## src/rtl/branch_resolver.sv

```systemverilog
// Branch/jump resolution sequencer: evaluates one control transfer at a time, flags
// faults, raises a held redirect on mispredict, and owns the 2-bit-counter BHT.
module branch_resolver #(
  parameter int unsigned XLEN      = 32,
  parameter int unsigned BHT_IDX_W = 6
) (
  input  logic            i_clk,
  input  logic            i_rst,
  input  logic            i_valid,
  output logic            o_ready,
  input  logic [XLEN-1:0] i_pc,
  input  logic [XLEN-1:0] i_rs1,
  input  logic [XLEN-1:0] i_rs2,
  input  logic [XLEN-1:0] i_imm,
  input  logic [2:0]      i_funct3,
  input  logic            i_is_jal,
  input  logic            i_is_jalr,
  input  logic            i_pred_taken,
  output logic            o_done,
  output logic            o_taken,
  output logic            o_illegal,
  output logic            o_misaligned,
  output logic            o_redirect,
  output logic [XLEN-1:0] o_redirect_pc,
  input  logic            i_redirect_ack,
  input  logic [XLEN-1:0] i_lookup_pc,
  output logic            o_lookup_taken
);

  localparam int unsigned BhtEntries = 1 << BHT_IDX_W;

  typedef enum logic [1:0] {StIdle, StResolve, StRedirect} state_e;

  state_e                state_q;
  logic [XLEN-1:0]       pc_q, rs1_q, rs2_q, imm_q, redirect_pc_q;
  logic [2:0]            funct3_q;
  logic                  is_jal_q, is_jalr_q, pred_q;
  logic [1:0]            bht_q [BhtEntries];

  logic                  cond_true, bad_funct3, is_cond;
  logic                  taken, illegal, misaligned, mispredict, resolving, bht_we;
  logic [XLEN-1:0]       jalr_sum, target, fallthrough;
  logic [BHT_IDX_W-1:0]  upd_idx, lookup_idx;
  logic                  unused_bits;

  // Comparator driven from the registered operands.
  always_comb begin
    cond_true  = 1'b0;
    bad_funct3 = 1'b0;
    case (funct3_q)
      3'b000:  cond_true = (rs1_q == rs2_q);
      3'b001:  cond_true = (rs1_q != rs2_q);
      3'b100:  cond_true = ($signed(rs1_q) <  $signed(rs2_q));
      3'b101:  cond_true = ($signed(rs1_q) >= $signed(rs2_q));
      3'b110:  cond_true = (rs1_q <  rs2_q);
      3'b111:  cond_true = (rs1_q >= rs2_q);
      default: bad_funct3 = 1'b1;
    endcase
  end

  always_comb begin
    is_cond     = !is_jal_q && !is_jalr_q;
    illegal     = is_cond && bad_funct3;
    taken       = is_jal_q || is_jalr_q || (is_cond && !bad_funct3 && cond_true);
    jalr_sum    = rs1_q + imm_q;
    // JALR takes precedence when both jump flags are set.
    target      = is_jalr_q ? {jalr_sum[XLEN-1:1], 1'b0} : (pc_q + imm_q);
    fallthrough = pc_q + XLEN'(4);
    misaligned  = taken && target[1];
    mispredict  = (taken != pred_q) || is_jalr_q;
    resolving   = (state_q == StResolve);
    bht_we      = resolving && is_cond && !bad_funct3 && !misaligned;
    upd_idx     = pc_q[BHT_IDX_W+1:2];
    lookup_idx  = i_lookup_pc[BHT_IDX_W+1:2];
  end

  assign o_ready        = (state_q == StIdle);
  assign o_done         = resolving;
  assign o_taken        = resolving && taken;
  assign o_illegal      = resolving && illegal;
  assign o_misaligned   = resolving && misaligned;
  assign o_redirect     = (state_q == StRedirect);
  assign o_redirect_pc  = redirect_pc_q;
  // Reads the stored value, so a same-cycle update is not forwarded.
  assign o_lookup_taken = bht_q[lookup_idx][1];

  assign unused_bits = ^{i_lookup_pc[XLEN-1:BHT_IDX_W+2], i_lookup_pc[1:0], jalr_sum[0]};

  always_ff @(posedge i_clk or posedge i_rst) begin
    if (i_rst) begin
      state_q       <= StIdle;
      pc_q          <= '0;
      rs1_q         <= '0;
      rs2_q         <= '0;
      imm_q         <= '0;
      funct3_q      <= '0;
      is_jal_q      <= 1'b0;
      is_jalr_q     <= 1'b0;
      pred_q        <= 1'b0;
      redirect_pc_q <= '0;
    end else begin
      case (state_q)
        StIdle: begin
          if (i_valid) begin
            pc_q      <= i_pc;
            rs1_q     <= i_rs1;
            rs2_q     <= i_rs2;
            imm_q     <= i_imm;
            funct3_q  <= i_funct3;
            is_jal_q  <= i_is_jal;
            is_jalr_q <= i_is_jalr;
            pred_q    <= i_pred_taken;
            state_q   <= StResolve;
          end
        end
        StResolve: begin
          if (!illegal && !misaligned && mispredict) begin
            redirect_pc_q <= taken ? target : fallthrough;
            state_q       <= StRedirect;
          end else begin
            state_q <= StIdle;
          end
        end
        StRedirect: begin
          if (i_redirect_ack) state_q <= StIdle;
        end
        default: state_q <= StIdle;
      endcase
    end
  end

  // Saturating 2-bit counters, reset to weakly not-taken.
  always_ff @(posedge i_clk or posedge i_rst) begin
    if (i_rst) begin
      for (int i = 0; i < int'(BhtEntries); i++) bht_q[i] <= 2'b01;
    end else if (bht_we) begin
      if (taken) begin
        if (bht_q[upd_idx] != 2'b11) bht_q[upd_idx] <= bht_q[upd_idx] + 2'b01;
      end else begin
        if (bht_q[upd_idx] != 2'b00) bht_q[upd_idx] <= bht_q[upd_idx] - 2'b01;
      end
    end
  end

endmodule
```

## config.mk

```make
export PLATFORM = sky130hd
export DESIGN_NAME = branch_resolver
export DESIGN_NICKNAME = d
export VERILOG_FILES = /design/src/rtl/branch_resolver.sv
export SDC_FILE = /design/constraint.sdc
export NUM_CORES = 1
export LEC_CHECK = 0
export ABC_CLOCK_PERIOD_IN_PS = 14200
export BUFFER_PORTS_ARGS = -buffer_cell sky130_fd_sc_hd__buf_2
export CORE_ASPECT_RATIO = 1.2
export CORE_MARGIN = 2
export CORE_UTILIZATION = 45
export DETAILED_ROUTE_END_ITERATION = 8
export GPL_TIMING_DRIVEN = 0
export PLACE_DENSITY = 0.72
export SLEW_MARGIN = 0
export SYNTH_ARGS = -nofsm -noshare
export SYNTH_HDL_FRONTEND = slang
export SYNTH_SLANG_ARGS = --single-unit
export TNS_END_PERCENT = 100
```

## constraint.sdc

```tcl
create_clock -name i_clk -period 14.2 [get_ports i_clk]
set_clock_uncertainty 0.15 [all_clocks]
set_input_delay 0.71 -clock i_clk [delete_from_list [all_inputs] [get_ports i_clk]]
set_output_delay 0.71 -clock i_clk [all_outputs]
set_load 0.01 [all_outputs]
```

==> summary.log, run 1 <==
qor: status.outcome finished with violations
qor: status.failed_checks capacitance limit, slew limit
qor: yosys.postSynthCellCount 1684
qor: floorplan.start_util 45.3%
qor: cts.clock_tree.root_cell sky130_fd_sc_hd__clkbuf_16
qor: worst_hold_path.hold_path_class input pin to async pin
qor: power_and_ir_drop.p_seq_share 24.2%
qor: final_layout.nets 2170
qor: power_and_ir_drop.leakage 9.52 nW
qor: floorplan.placement_rows 82
qor: placement.port_buffers 180
qor: drt.dr.pass1.iters 5
qor: cts.postCtsHoldBufs 0
qor: final_layout.final_layout_size_suffix_gt1_share 28.5%
qor: floorplan.io-pin-count 209
qor: critical_path.worst_setup_path_end_kind flop
qor: cts.cts_buffers 34
qor: drt.drt_iter0_markers 868
qor: global_route.grt_overflow_total 0
qor: timing.timing.final.max_slew_violations 1
qor: power_and_ir_drop.power.net_switching 2.69 mW
qor: placement.placement.cell_area 0.0205 sq mm
qor: placement.gp_congestion 0.961
qor: timing.rsz0062_at_grt false
qor: cts.clockBufferDepth 3
qor: critical_path.critical_path_peak_fanout 10
qor: global_route.pin_count_of_the_biggest_net_entering_global_routing 105
qor: timing.crit_share_post_route 44.3%
qor: final_layout.area.growth.synth_to_final 15.2%
qor: timing.post-route-min-period 6.29 ns
qor: cts.clkSinkCount 296
qor: critical_path.cp-start-kind flop
qor: cts.cts_tree yes
qor: yosys.synth-seq-cells 296
qor: drt.post-route-drc-count 0
qor: power_and_ir_drop.power_report.internal_total 2.91 mW
qor: critical_path.timing.critical_path.required 14.52 ns
qor: drt.final_antenna_net_count 0
qor: drt.vias 14700
qor: floorplan.die_width 191 um
qor: yosys.synth_edf_count 0
qor: critical_path.regToRegSetupSlack 7.91 ns
qor: timing.worst-slew-pin-transition 1.49 ns
qor: power_and_ir_drop.sw_frac_of_total 48.0%
qor: power_and_ir_drop.power_frac_comb 58.7%
qor: global_route.grt_antenna_before_repair 2
qor: global_route.vias_in_the_first_global_route 15100
qor: global_route.grt.total_usage 25.8%
qor: cts.clock_insertion_delay_worst_skew 0.54 ns
qor: floorplan.die_h 228 um
qor: drt.post_drt_via_cell_ratio 5.95
qor: timing.fin_worst_hold_slack 0.112 ns
qor: yosys.synth_sequential_area_ratio 39.8%
qor: flow_run.maxCapViolCount 1
qor: yosys.synth.avg_cell_area 11.2 sq um
qor: placement.place_hpwl 41800 um
qor: yosys.post_synth_instance_area 0.0188 sq mm
qor: cts.clkTransAtPathRegs 0.06 ns
qor: drt.totalWireLength 55600 um
qor: power_and_ir_drop.power.total 5.60 mW
qor: power_and_ir_drop.pwr_density_cell 258 mW/mm^2
qor: final_layout.finalInstanceArea 0.0217 sq mm
qor: power_and_ir_drop.clock_power_share 17.1%
qor: cts.post-cts-setup-buffers 0
qor: timing.max_clock_freq 159 MHz
qor: drt.wl_per_cell 22.5 um
qor: timing.finalHoldViolCount 0
qor: critical_path.cp_cell_sequence clkbuf_1 > nor2_1 > nand2_1 > buf_2 > o22ai_1 > nor4_1 > o22ai_1 > or4_1 > clkbuf_1 > clkbuf_1 > inv_1 > ha_1 > xor2_1 > clkbuf_1 > mux2_2
qor: critical_path.critPathArrivalTime 6.61 ns
qor: power_and_ir_drop.vdd_drop_max 0.000147 V
qor: timing.accumulated_negative_setup_slack 0 ns
qor: cts.post_cts_resize_count 0
qor: critical_path.path_class flop to flop
qor: yosys.number_of_nets_in_the_synthesized_netlist 1952
qor: final_layout.fillerInstances 3686
qor: critical_path.ff2ff_path_depth 15
qor: critical_path.critical_path.reg2reg.endpoint bht_q[121]
qor: critical_path.crit_path_frequent_cell sky130_fd_sc_hd__clkbuf_1
qor: floorplan.die_area 0.0435 sq mm
qor: cts.ctsHtreeMaxLevel 2
qor: global_route.grt_first_pass_wirelength 86500 um
qor: yosys.synth.lib_cells_used.distinct 71
qor: yosys.synth.yosys.warnings 0
qor: timing.maxSlewHeadroom -0.323%
qor: yosys.postSynth.asyncResetShare 100%
qor: critical_path.crit_path_max_incr_delay 1.02 ns
qor: floorplan.core_region_area 0.0416 sq mm
qor: timing.final-setup-viol-count 0
qor: critical_path.reg2reg_from pc_q[2]
qor: yosys.dominantRegCellSynth sky130_fd_sc_hd__dfrtp_1
qor: critical_path.slowest_stage sky130_fd_sc_hd__xor2_1
cells in the final DEF, fill, tap and decap left out, types with 29 or more instances in the layout:
master / count
sky130_fd_sc_hd__a21oi_1: 90
sky130_fd_sc_hd__buf_2: 191
sky130_fd_sc_hd__clkbuf_1: 85
sky130_fd_sc_hd__clkbuf_16: 35
sky130_fd_sc_hd__dfrtp_1: 232
sky130_fd_sc_hd__dfstp_2: 64
sky130_fd_sc_hd__ha_1: 96
sky130_fd_sc_hd__inv_1: 60
sky130_fd_sc_hd__mux2_1: 120
sky130_fd_sc_hd__mux2_2: 124
sky130_fd_sc_hd__nand2_1: 98
sky130_fd_sc_hd__nand3_1: 29
sky130_fd_sc_hd__nor2_1: 71
sky130_fd_sc_hd__nor4_4: 60
sky130_fd_sc_hd__o21ai_0: 96
sky130_fd_sc_hd__o22ai_1: 39
sky130_fd_sc_hd__xnor2_1: 45
sky130_fd_sc_hd__xor2_1: 41
layer usage:
| metal | vias up | track usage, % | part of all wire, % |
|---|---|---|---|
| li1 | 6709 | - | - |
| met1 | 7272 | 31.4 | 39 |
| met2 | 586 | 43.5 | 48 |
| met3 | 162 | 4.95 | 6.9 |
| met4 | 2 | 12.7 | 5.2 |
| met5 | - | 0 | 0.023 |
power by group through the flow:
stage | sequential (mW) | combinational, mW | clock [mW]
2_1_floorplan | 1.28 | 2.39 | 0
3_3_place_gp | 1.35 | 3.16 | 0
3_5_place_dp | 1.36 | 3.23 | 0
4_1_cts | 1.35 | 3.25 | 0.966
5_1_grt | 1.38 | 3.57 | 0.999
6_report | 1.36 | 3.29 | 0.955
cells by family after synthesis:
| group | after synthesis | synth area share [%] |
|---|---|---|
| buffers and inverters | 167 | 3.98 |
| adder cells (fa/ha/maj) | 98 | 6.59 |
| AO/OA/AOI/OAI | 380 | 12.7 |
| multiplexers | 270 | 17.4 |
| flip-flops | 296 | 39.8 |
| XOR/XNOR | 86 | 4.00 |
| AND/OR/NAND/NOR | 387 | 15.6 |
critical path: cells and delay by family, from the launching register on:
kind            cells  cell delay, ns
flops               1            0.49
xor+xnor            1            1.02
fa+ha+maj           1            0.24
compound gates      2            0.30
mux                 1            0.23
buf+inv             6            2.26
simple gates        4            1.52
worst max-delay path by stage:
| stage | start | endpoint | slack [ns] | depth (start not counted) |
|---|---|---|---|---|
| global placement | i_rst | imm_q[24] | 2.09 | 2 |
| CTS | pc_q[2] | bht_q[87] | 8.14 | 15 |
| global route | pc_q[2] | bht_q[121] | 7.65 | 15 |
| detailed placement | pc_q[2] | bht_q[85] | 8.17 | 15 |
| finish | pc_q[2] | bht_q[121] | 7.91 | 15 |
| floorplan | i_rst | bht_q[101] | 5.27 | 1 |
layout make-up:
class / instances / area [sq um] / area share, %
multi-input cells: 1221 / 10600 / 48.9
inverters: 61 / 236 / 1.09
flip-flops and latches: 296 / 7490 / 34.5
diodes: 1 / 2.50 / 0.0115
plain buffers: 106 / 520 / 2.40
clock buffers: 50 / 992 / 4.57
clock inverters: 12 / 216 / 0.998
well taps: 546 / 683 / 3.15
repair buffers: 182 / 956 / 4.41
cell usage after synthesis, drive strengths merged, types with 5 or more instances:
master	n	area [sq um]
mux2	245	2760
dfrtp	232	5810
nand2	98	368
o21ai	97	485
ha	96	1200
a21oi	90	450
nor4	79	1420
clkbuf	76	285
nor2	71	267
dfstp	64	1680
inv	61	229
xnor2	45	394
xor2	41	359
o22ai	39	244
buf	30	235
nand3	29	145
a22oi	28	210
nand4	23	144
a211oi	21	158
mux4	21	473
a21o	20	150
nor3	19	111
a31oi	13	81.3
and3	11	68.8
o21bai	11	82.6
and2	10	62.6
nand2b	9	56.3
a31o	7	61.3
or2	7	43.8
or3	7	43.8
nand3b	6	45.0
o21a	6	45.0
a211o	5	43.8
a21boi	5	37.5
a22o	5	43.8
o211ai	5	37.5
metrics by stage:
stage / utilization [%] / instances / setup WS (ns)
final: 52.2 / 2475 / 7.91
after global routing: 52.2 / 2474 / 7.65
after CTS: 52.2 / 2474 / 8.14
after detailed placement: 49.3 / 2412 / 8.17
after global placement: 49.1 / 2410 / 2.09
after floorplan: - / 1684 / 5.27
Note: power is estimated with default switching activity, not from simulation.
==> inputs of run 2 (changes only) <==
- ABC_CLOCK_PERIOD_IN_PS: 14200 -> 5700
- PLACE_DENSITY: 0.72 -> 0.74
- clock period: 14.2 -> 5.7 ns (I/O delays scaled with it)
==> summary.log, run 2 (same netlist as run 1, synthesis figures left out) <==
qor: power_and_ir_drop.pwr_density_cell 603 mW/mm^2 [+130%]
qor: floorplan.die_area 0.0435 sq mm [unchanged]
qor: floorplan.io-pin-count 209 [unchanged]
qor: cts.clockBufferDepth 3 [unchanged]
qor: drt.totalWireLength 58600 um [+5.4%]
qor: drt.vias 15600 [+5.8%]
qor: timing.final-setup-viol-count 0 [unchanged]
qor: worst_hold_path.hold_path_class input pin to async pin
qor: drt.drt_iter0_markers 1189 [+37%]
qor: critical_path.cp-start-kind flop
qor: final_layout.antenna_cells 0 [-1]
qor: final_layout.nets 2310 [+6.5%]
qor: timing.maxSlewHeadroom 2.82% [+3.1 points]
qor: power_and_ir_drop.clock_power_share 15.5% [-1.6 points]
qor: cts.cts_tree yes
qor: critical_path.reg2reg_from pc_q[4]
qor: timing.crit_share_post_route 96.9% [+53 points]
qor: cts.ctsHtreeMaxLevel 2 [unchanged]
qor: critical_path.timing.critical_path.required 5.96 ns [-8.56 ns]
qor: drt.post_drt_via_cell_ratio 5.96 [+0.22%]
qor: final_layout.final_layout_size_suffix_gt1_share 26.9% [-1.6 points]
qor: critical_path.critical_path.startpoint pc_q[4]
qor: placement.place_hpwl 41900 um [+0.30%]
qor: floorplan.start_util 45.3% [unchanged]
qor: power_and_ir_drop.p_seq_share 24.4% [+0.2 points]
qor: final_layout.layout.cells.most_common_list sky130_fd_sc_hd__dfrtp_1 (232), sky130_fd_sc_hd__buf_2 (186), sky130_fd_sc_hd__dlygate4sd3_1 (136)
qor: critical_path.ff2ff_path_depth 15 [unchanged]
qor: floorplan.die_h 228 um [unchanged]
qor: floorplan.core_region_area 0.0416 sq mm [unchanged]
qor: power_and_ir_drop.power.net_switching 6.74 mW [+150%]
qor: cts.clkSinkCount 296 [unchanged]
qor: critical_path.critical_path_peak_fanout 12 [+2]
qor: timing.timing.final.max_slew_violations 0 [-1]
qor: global_route.grt.total_usage 27.0% [+1.2 points]
qor: power_and_ir_drop.vdd_drop_max 0.000382 V [+160%]
qor: drt.final_antenna_net_count 0 [unchanged]
qor: timing.fin_worst_hold_slack 0.315 ns [+0.203 ns]
qor: global_route.grt_first_pass_wirelength 91100 um [+5.3%]
qor: final_layout.fin_cells 2614 [+5.6%]
qor: cts.clock_insertion_delay_worst_skew 0.55 ns [about the same]
qor: power_and_ir_drop.power_report.internal_total 7.15 mW [+150%]
qor: global_route.grt_antenna_before_repair 2 [unchanged]
qor: critical_path.critPathArrivalTime 5.78 ns [-0.83 ns]
qor: drt.dr.pass1.iters 6 [+1]
qor: drt.wl_per_cell 22.4 um [-0.22%]
qor: final_layout.area.growth.synth_to_final 22.4%
qor: cts.cts_buffers 34 [unchanged]
qor: drt.post-route-drc-count 0 [unchanged]
qor: critical_path.worst_setup_path_end_kind flop
qor: cts.clock_tree.root_cell sky130_fd_sc_hd__clkbuf_16
qor: global_route.pin_count_of_the_biggest_net_entering_global_routing 44 [-58%]
qor: final_layout.fillerInstances 3432 [-6.9%]
qor: critical_path.path_class flop to flop
qor: placement.placed_cells_incl_taps 2417 [+0.21%]
qor: timing.post-route-min-period 5.52 ns [-0.769 ns]
qor: critical_path.regToRegSetupSlack 0.18 ns [-7.73 ns]
qor: power_and_ir_drop.power_frac_comb 60.1% [+1.4 points]
qor: timing.rsz0062_at_grt false
qor: power_and_ir_drop.sw_frac_of_total 48.5% [+0.52 points]
qor: cts.post-cts-setup-buffers 0 [unchanged]
qor: cts.clkTransAtPathRegs 0.06 ns [about the same]
qor: flow_run.maxCapViolCount 0 [-1]
qor: placement.gp_congestion 0.958 [-0.28%]
qor: final_layout.multiInputGateArea 0.0106 sq mm [+0.28%]
qor: critical_path.critical_path.reg2reg.endpoint bht_q[29]
qor: timing.finalHoldViolCount 0 [unchanged]
qor: placement.port_buffers 180 [unchanged]
qor: final_layout.sequential_cell_area 0.00749 sq mm [unchanged]
qor: status.outcome finished, final reports clean
qor: floorplan.die_width 191 um [unchanged]
qor: placement.pre_cts_ws -0.236 ns [-8.41 ns]
qor: critical_path.critical_path.endpoint bht_q[29]
qor: timing.max_clock_freq 181 MHz [+14%]
qor: timing.layout_setup_ws 0.180 ns [-7.73 ns]
qor: floorplan.placement_rows 82 [unchanged]
qor: final_layout.leading_cell_type_in_the_layout_fill_and_taps_excluded sky130_fd_sc_hd__dfrtp_1
qor: global_route.grt_overflow_total 0 [unchanged]
qor: global_route.vias_in_the_first_global_route 16200 [+6.9%]
qor: timing.worst-slew-pin-transition 1.45 ns [-0.0468 ns]
qor: power_and_ir_drop.leakage 10.1 nW [+5.8%]
run 2: changes by cell type in the layout (fill, tap and decap cells not counted), moves of 2 or more:
cell                            change
sky130_fd_sc_hd__dlygate4sd3_1    +136
sky130_fd_sc_hd__buf_12             +7
sky130_fd_sc_hd__buf_2              -5
sky130_fd_sc_hd__bufinv_16          -4
sky130_fd_sc_hd__clkbuf_4           +4
sky130_fd_sc_hd__inv_6              +3
sky130_fd_sc_hd__buf_16             -2
sky130_fd_sc_hd__clkbuf_1           +2
sky130_fd_sc_hd__inv_8              -2
run 2: cell type report:
| cell class | count | share of cell area [%] |
|---|---|---|
| Clock buffer | 52 | 4.25 |
| Inverter | 61 | 1.01 |
| Sequential cell | 296 | 32.5 |
| Timing Repair Buffer | 323 | 10.4 |
| Buffer | 105 | 2.30 |
| Tap cell | 546 | 2.96 |
| Clock inverter | 10 | 0.434 |
| Multi-Input combinational cell | 1221 | 46.1 |
run 2: worst min path at each step:
stage                                  from           endpoint  slack, ns  cells past startpoint
after CTS                             i_rst           imm_q[1]       0.32                      3
after floorplan              i_redirect_ack         state_q[1]       0.24                      1
after global placement    o_redirect_pc[26]  o_redirect_pc[26]       0.31                      1
final                                 i_rst            pc_q[4]       0.32                      3
after detailed placement  o_redirect_pc[16]  o_redirect_pc[16]       0.33                      2
after global routing      o_redirect_pc[26]  o_redirect_pc[26]       0.36                      1
run 2: what timing repair did:
item	CTS	global route
endpoints found under the setup margin	65	128
hold buffers	136	0
gates resized for setup	3	7
gates cloned	0	0
hold endpoints to repair	169	0
pin swaps	0	0
run 2: per-layer routing:
metal	track usage, %	wire length (um)	up-vias
met1	31.7	22200	7733
met5	0	11	-
met3	4.78	4220	160
met4	13.1	2990	2
li1	-	-	7011
met2	47.2	29200	686
run 2: power by group through the flow:
stage	Sequential [mW]	Clock, mW	Combinational [mW]
4_1_cts	3.36	2.19	8.16
6_report	3.39	2.15	8.36
2_1_floorplan	3.20	0	5.97
3_3_place_gp	3.37	0	7.86
3_5_place_dp	3.39	0	8.03
5_1_grt	3.45	2.28	9.02
run 2: per-stage QoR:
step                util, %  TNS, ns  total power, mW  cell area (sq um)
floorplan                 -        0             9.16              18800
global placement       49.1   -72.73             11.2              20400
detailed placement     49.5   -11.38             11.4              20600
CTS                    55.4        0             13.7              23000
global route           55.5        0             14.8              23000
finish                 55.5        0             13.9              23000
run 2: worst max-delay path, stage by stage, from the launching register on:
cell and delay, ns:
sky130_fd_sc_hd__dfrtp_1 0.38, sky130_fd_sc_hd__clkbuf_1 0.29, sky130_fd_sc_hd__or3b_2 0.18, sky130_fd_sc_hd__clkbuf_1 0.54, sky130_fd_sc_hd__clkbuf_4 0.52, sky130_fd_sc_hd__o22ai_1 0.17
sky130_fd_sc_hd__nor4_1 0.46, sky130_fd_sc_hd__o22ai_1 0.17, sky130_fd_sc_hd__or4_4 0.66, sky130_fd_sc_hd__clkbuf_1 0.28, sky130_fd_sc_hd__ha_1 0.27, sky130_fd_sc_hd__mux2_4 0.27
sky130_fd_sc_hd__buf_8 0.17, sky130_fd_sc_hd__buf_12 0.17, sky130_fd_sc_hd__nor4_4 0.31, sky130_fd_sc_hd__mux2_1 0.36
==> inputs of run 3 (changes only) <==
- RECOVER_POWER: not set -> 50
==> summary.log, run 3 (same netlist as run 1, synthesis figures left out) <==
qor: status.outcome finished with violations
qor: status.failed_checks capacitance limit, slew limit
qor: cts.cts_buffers 34 [unchanged]
qor: drt.totalWireLength 58800 um [+0.29%]
qor: placement.pre_cts_ws -0.236 ns [unchanged]
qor: final_layout.layout.cells.most_common_list sky130_fd_sc_hd__dfrtp_1 (232), sky130_fd_sc_hd__buf_2 (151), sky130_fd_sc_hd__dlygate4sd3_1 (136)
qor: critical_path.worst_setup_path_end_kind flop
qor: power_and_ir_drop.pwr_density_cell 606 mW/mm^2 [+0.55%]
qor: placement.placed_cells_incl_taps 2417 [unchanged]
qor: critical_path.critical_path_peak_fanout 12 [unchanged]
qor: final_layout.final_layout_size_suffix_gt1_share 25.0% [-1.9 points]
qor: final_layout.antenna_cells 0 [unchanged]
qor: floorplan.die_h 228 um [unchanged]
qor: power_and_ir_drop.vdd_drop_max 0.000384 V [+0.62%]
qor: cts.clkTransAtPathRegs 0.06 ns [about the same]
qor: critical_path.critical_path.startpoint pc_q[4]
qor: cts.post-cts-setup-buffers 0 [unchanged]
qor: critical_path.ff2ff_path_depth 15 [unchanged]
qor: critical_path.critPathArrivalTime 5.77 ns [about the same]
qor: global_route.grt_overflow_total 0 [unchanged]
qor: global_route.vias_in_the_first_global_route 16200 [unchanged]
qor: timing.accumulated_negative_setup_slack 0 ns [unchanged]
qor: critical_path.critical_path.reg2reg.endpoint bht_q[29]
qor: floorplan.io-pin-count 209 [unchanged]
qor: final_layout.nets 2310 [unchanged]
qor: drt.vias 15600 [+0.13%]
qor: placement.port_buffers 180 [unchanged]
qor: cts.ctsHtreeMaxLevel 2 [unchanged]
qor: critical_path.cp_cell_sequence clkbuf_1 > or3b_2 > clkbuf_1 > clkbuf_4 > o22ai_1 > nor4_1 > o22ai_1 > or4_4 > clkbuf_1 > ha_1 > mux2_4 > buf_8 > buf_12 > nor4_4 > mux2_1
qor: critical_path.regToRegSetupSlack 0.19 ns [about the same]
qor: cts.clockBufferDepth 3 [unchanged]
qor: timing.final-setup-viol-count 0 [unchanged]
qor: placement.placement.cell_area 0.0206 sq mm [unchanged]
qor: floorplan.core_region_area 0.0416 sq mm [unchanged]
qor: critical_path.crit_path_max_incr_delay 0.66 ns [about the same]
qor: cts.clkSinkCount 296 [unchanged]
qor: timing.timing.final.max_slew_violations 198 [+198]
qor: timing.fin_worst_hold_slack 0.343 ns [+0.0283 ns]
qor: floorplan.start_util 45.3% [unchanged]
qor: placement.gp_congestion 0.958 [unchanged]
qor: final_layout.utilization 55.1% [-0.32 points]
qor: cts.clock_tree.root_cell sky130_fd_sc_hd__clkbuf_16
qor: critical_path.path_class flop to flop
qor: final_layout.area.growth.synth_to_final 21.7%
qor: global_route.grt_first_pass_wirelength 91100 um [unchanged]
qor: floorplan.placement_rows 82 [unchanged]
qor: critical_path.slowest_stage sky130_fd_sc_hd__or4_4
qor: critical_path.critical_path.endpoint bht_q[29]
qor: timing.rsz0062_at_grt false
qor: cts.cts_tree yes
qor: worst_hold_path.hold_path_class flop to flop
qor: timing.finalHoldViolCount 0 [unchanged]
qor: critical_path.reg2reg_from pc_q[4]
qor: drt.wl_per_cell 22.5 um [+0.29%]
qor: floorplan.die_area 0.0435 sq mm [unchanged]
qor: drt.drt_iter0_markers 1162 [-2.3%]
qor: final_layout.fillerInstances 3454 [+0.64%]
qor: timing.maxSlewHeadroom -50.8% [-54 points]
qor: critical_path.cp-start-kind flop
qor: power_and_ir_drop.power.total 13.9 mW [about the same]
qor: final_layout.finalInstanceArea 0.0229 sq mm [-0.58%]
qor: critical_path.timing.critical_path.required 5.96 ns [about the same]
qor: timing.layout_setup_ws 0.189 ns [+0.00966 ns]
qor: timing.post-route-min-period 5.51 ns [-0.00966 ns]
qor: power_and_ir_drop.leakage 9.93 nW [-1.4%]
qor: final_layout.leading_cell_type_in_the_layout_fill_and_taps_excluded sky130_fd_sc_hd__dfrtp_1
qor: timing.crit_share_post_route 96.7% [-0.17 points]
qor: flow_run.maxCapViolCount 5 [+5]
qor: placement.place_hpwl 41900 um [unchanged]
qor: floorplan.die_width 191 um [unchanged]
qor: final_layout.fin_cells 2614 [unchanged]
qor: timing.max_clock_freq 181 MHz [+0.18%]
qor: drt.post-route-drc-count 0 [unchanged]
qor: cts.clock_insertion_delay_worst_skew 0.55 ns [about the same]
qor: drt.post_drt_via_cell_ratio 5.97 [+0.13%]
qor: global_route.grt_antenna_before_repair 1 [-1]
qor: global_route.grt.total_usage 27.0% [unchanged]
qor: drt.dr.pass1.iters 7 [+1]
qor: timing.worst-slew-pin-transition 2.26 ns [+0.816 ns]
qor: global_route.pin_count_of_the_biggest_net_entering_global_routing 44 [unchanged]
qor: drt.final_antenna_net_count 0 [unchanged]
qor: critical_path.crit_path_frequent_cell sky130_fd_sc_hd__clkbuf_1
==> run 3: cell count changes in the layout (fill, tap and decap cells not counted) <==
cell                             change
sky130_fd_sc_hd__clkbuf_1           +39
sky130_fd_sc_hd__buf_2              -35
sky130_fd_sc_hd__buf_12              -6
sky130_fd_sc_hd__clkbuf_2            +1
sky130_fd_sc_hd__clkinvlp_2          +1
sky130_fd_sc_hd__clkinvlp_4          -1
sky130_fd_sc_hd__dlymetal6s2s_1      +1
==> run 3: timing repair <==
action | in CTS | in global routing
resized for setup | 3 | 7
endpoints found under the setup margin | 65 | 128
pin swaps | 0 | 0
hold endpoints to repair | 169 | 0
hold buffers | 136 | 0
==> run 3: area by class of cell <==
class	count	area, sq um	share of cell area, %
buffer	105	529	2.31
clock buffer	52	978	4.27
clock inverter	10	100	0.437
inverter	61	230	1.01
multi-input combinational	1221	10600	46.4
sequential	296	7490	32.7
tap	546	683	2.98
timing repair buffer	323	2270	9.91
==> run 3: report_power, final <==
group,total (mW),switching (mW),internal (mW)
logic,8.34,5.23,3.11
registers,3.39,0.630,2.76
clock network,2.15,0.915,1.24
total,13.9,6.78,7.11
==> run 3: metal layers <==
layer	GRT usage (%)	share of wire, %
met5	0	0.019
met4	13.1	5.3
met3	4.78	7.4
met2	47.2	50
met1	31.7	38
==> run 3: how the worst min path moves through the flow <==
stage | from | endpoint | depth (start not counted)
after CTS | i_rst | imm_q[1] | 3
after detailed placement | o_redirect_pc[16] | o_redirect_pc[16] | 2
final | o_redirect_pc[16] | o_redirect_pc[16] | 2
after global placement | o_redirect_pc[26] | o_redirect_pc[26] | 1
after global routing | i_rs2[13] | rs2_q[13] | 4
after floorplan | i_redirect_ack | state_q[1] | 1
==> run 3: critical path: cells and delay by family (launching register included) <==
kind | cells | cell delay (ns)
AOI/OAI and AO/OA | 2 | 0.34
and+or+nand+nor | 4 | 1.60
buffers and inverters | 6 | 1.97
adders and majority gates | 1 | 0.27
DFF | 1 | 0.38
muxes | 2 | 0.63
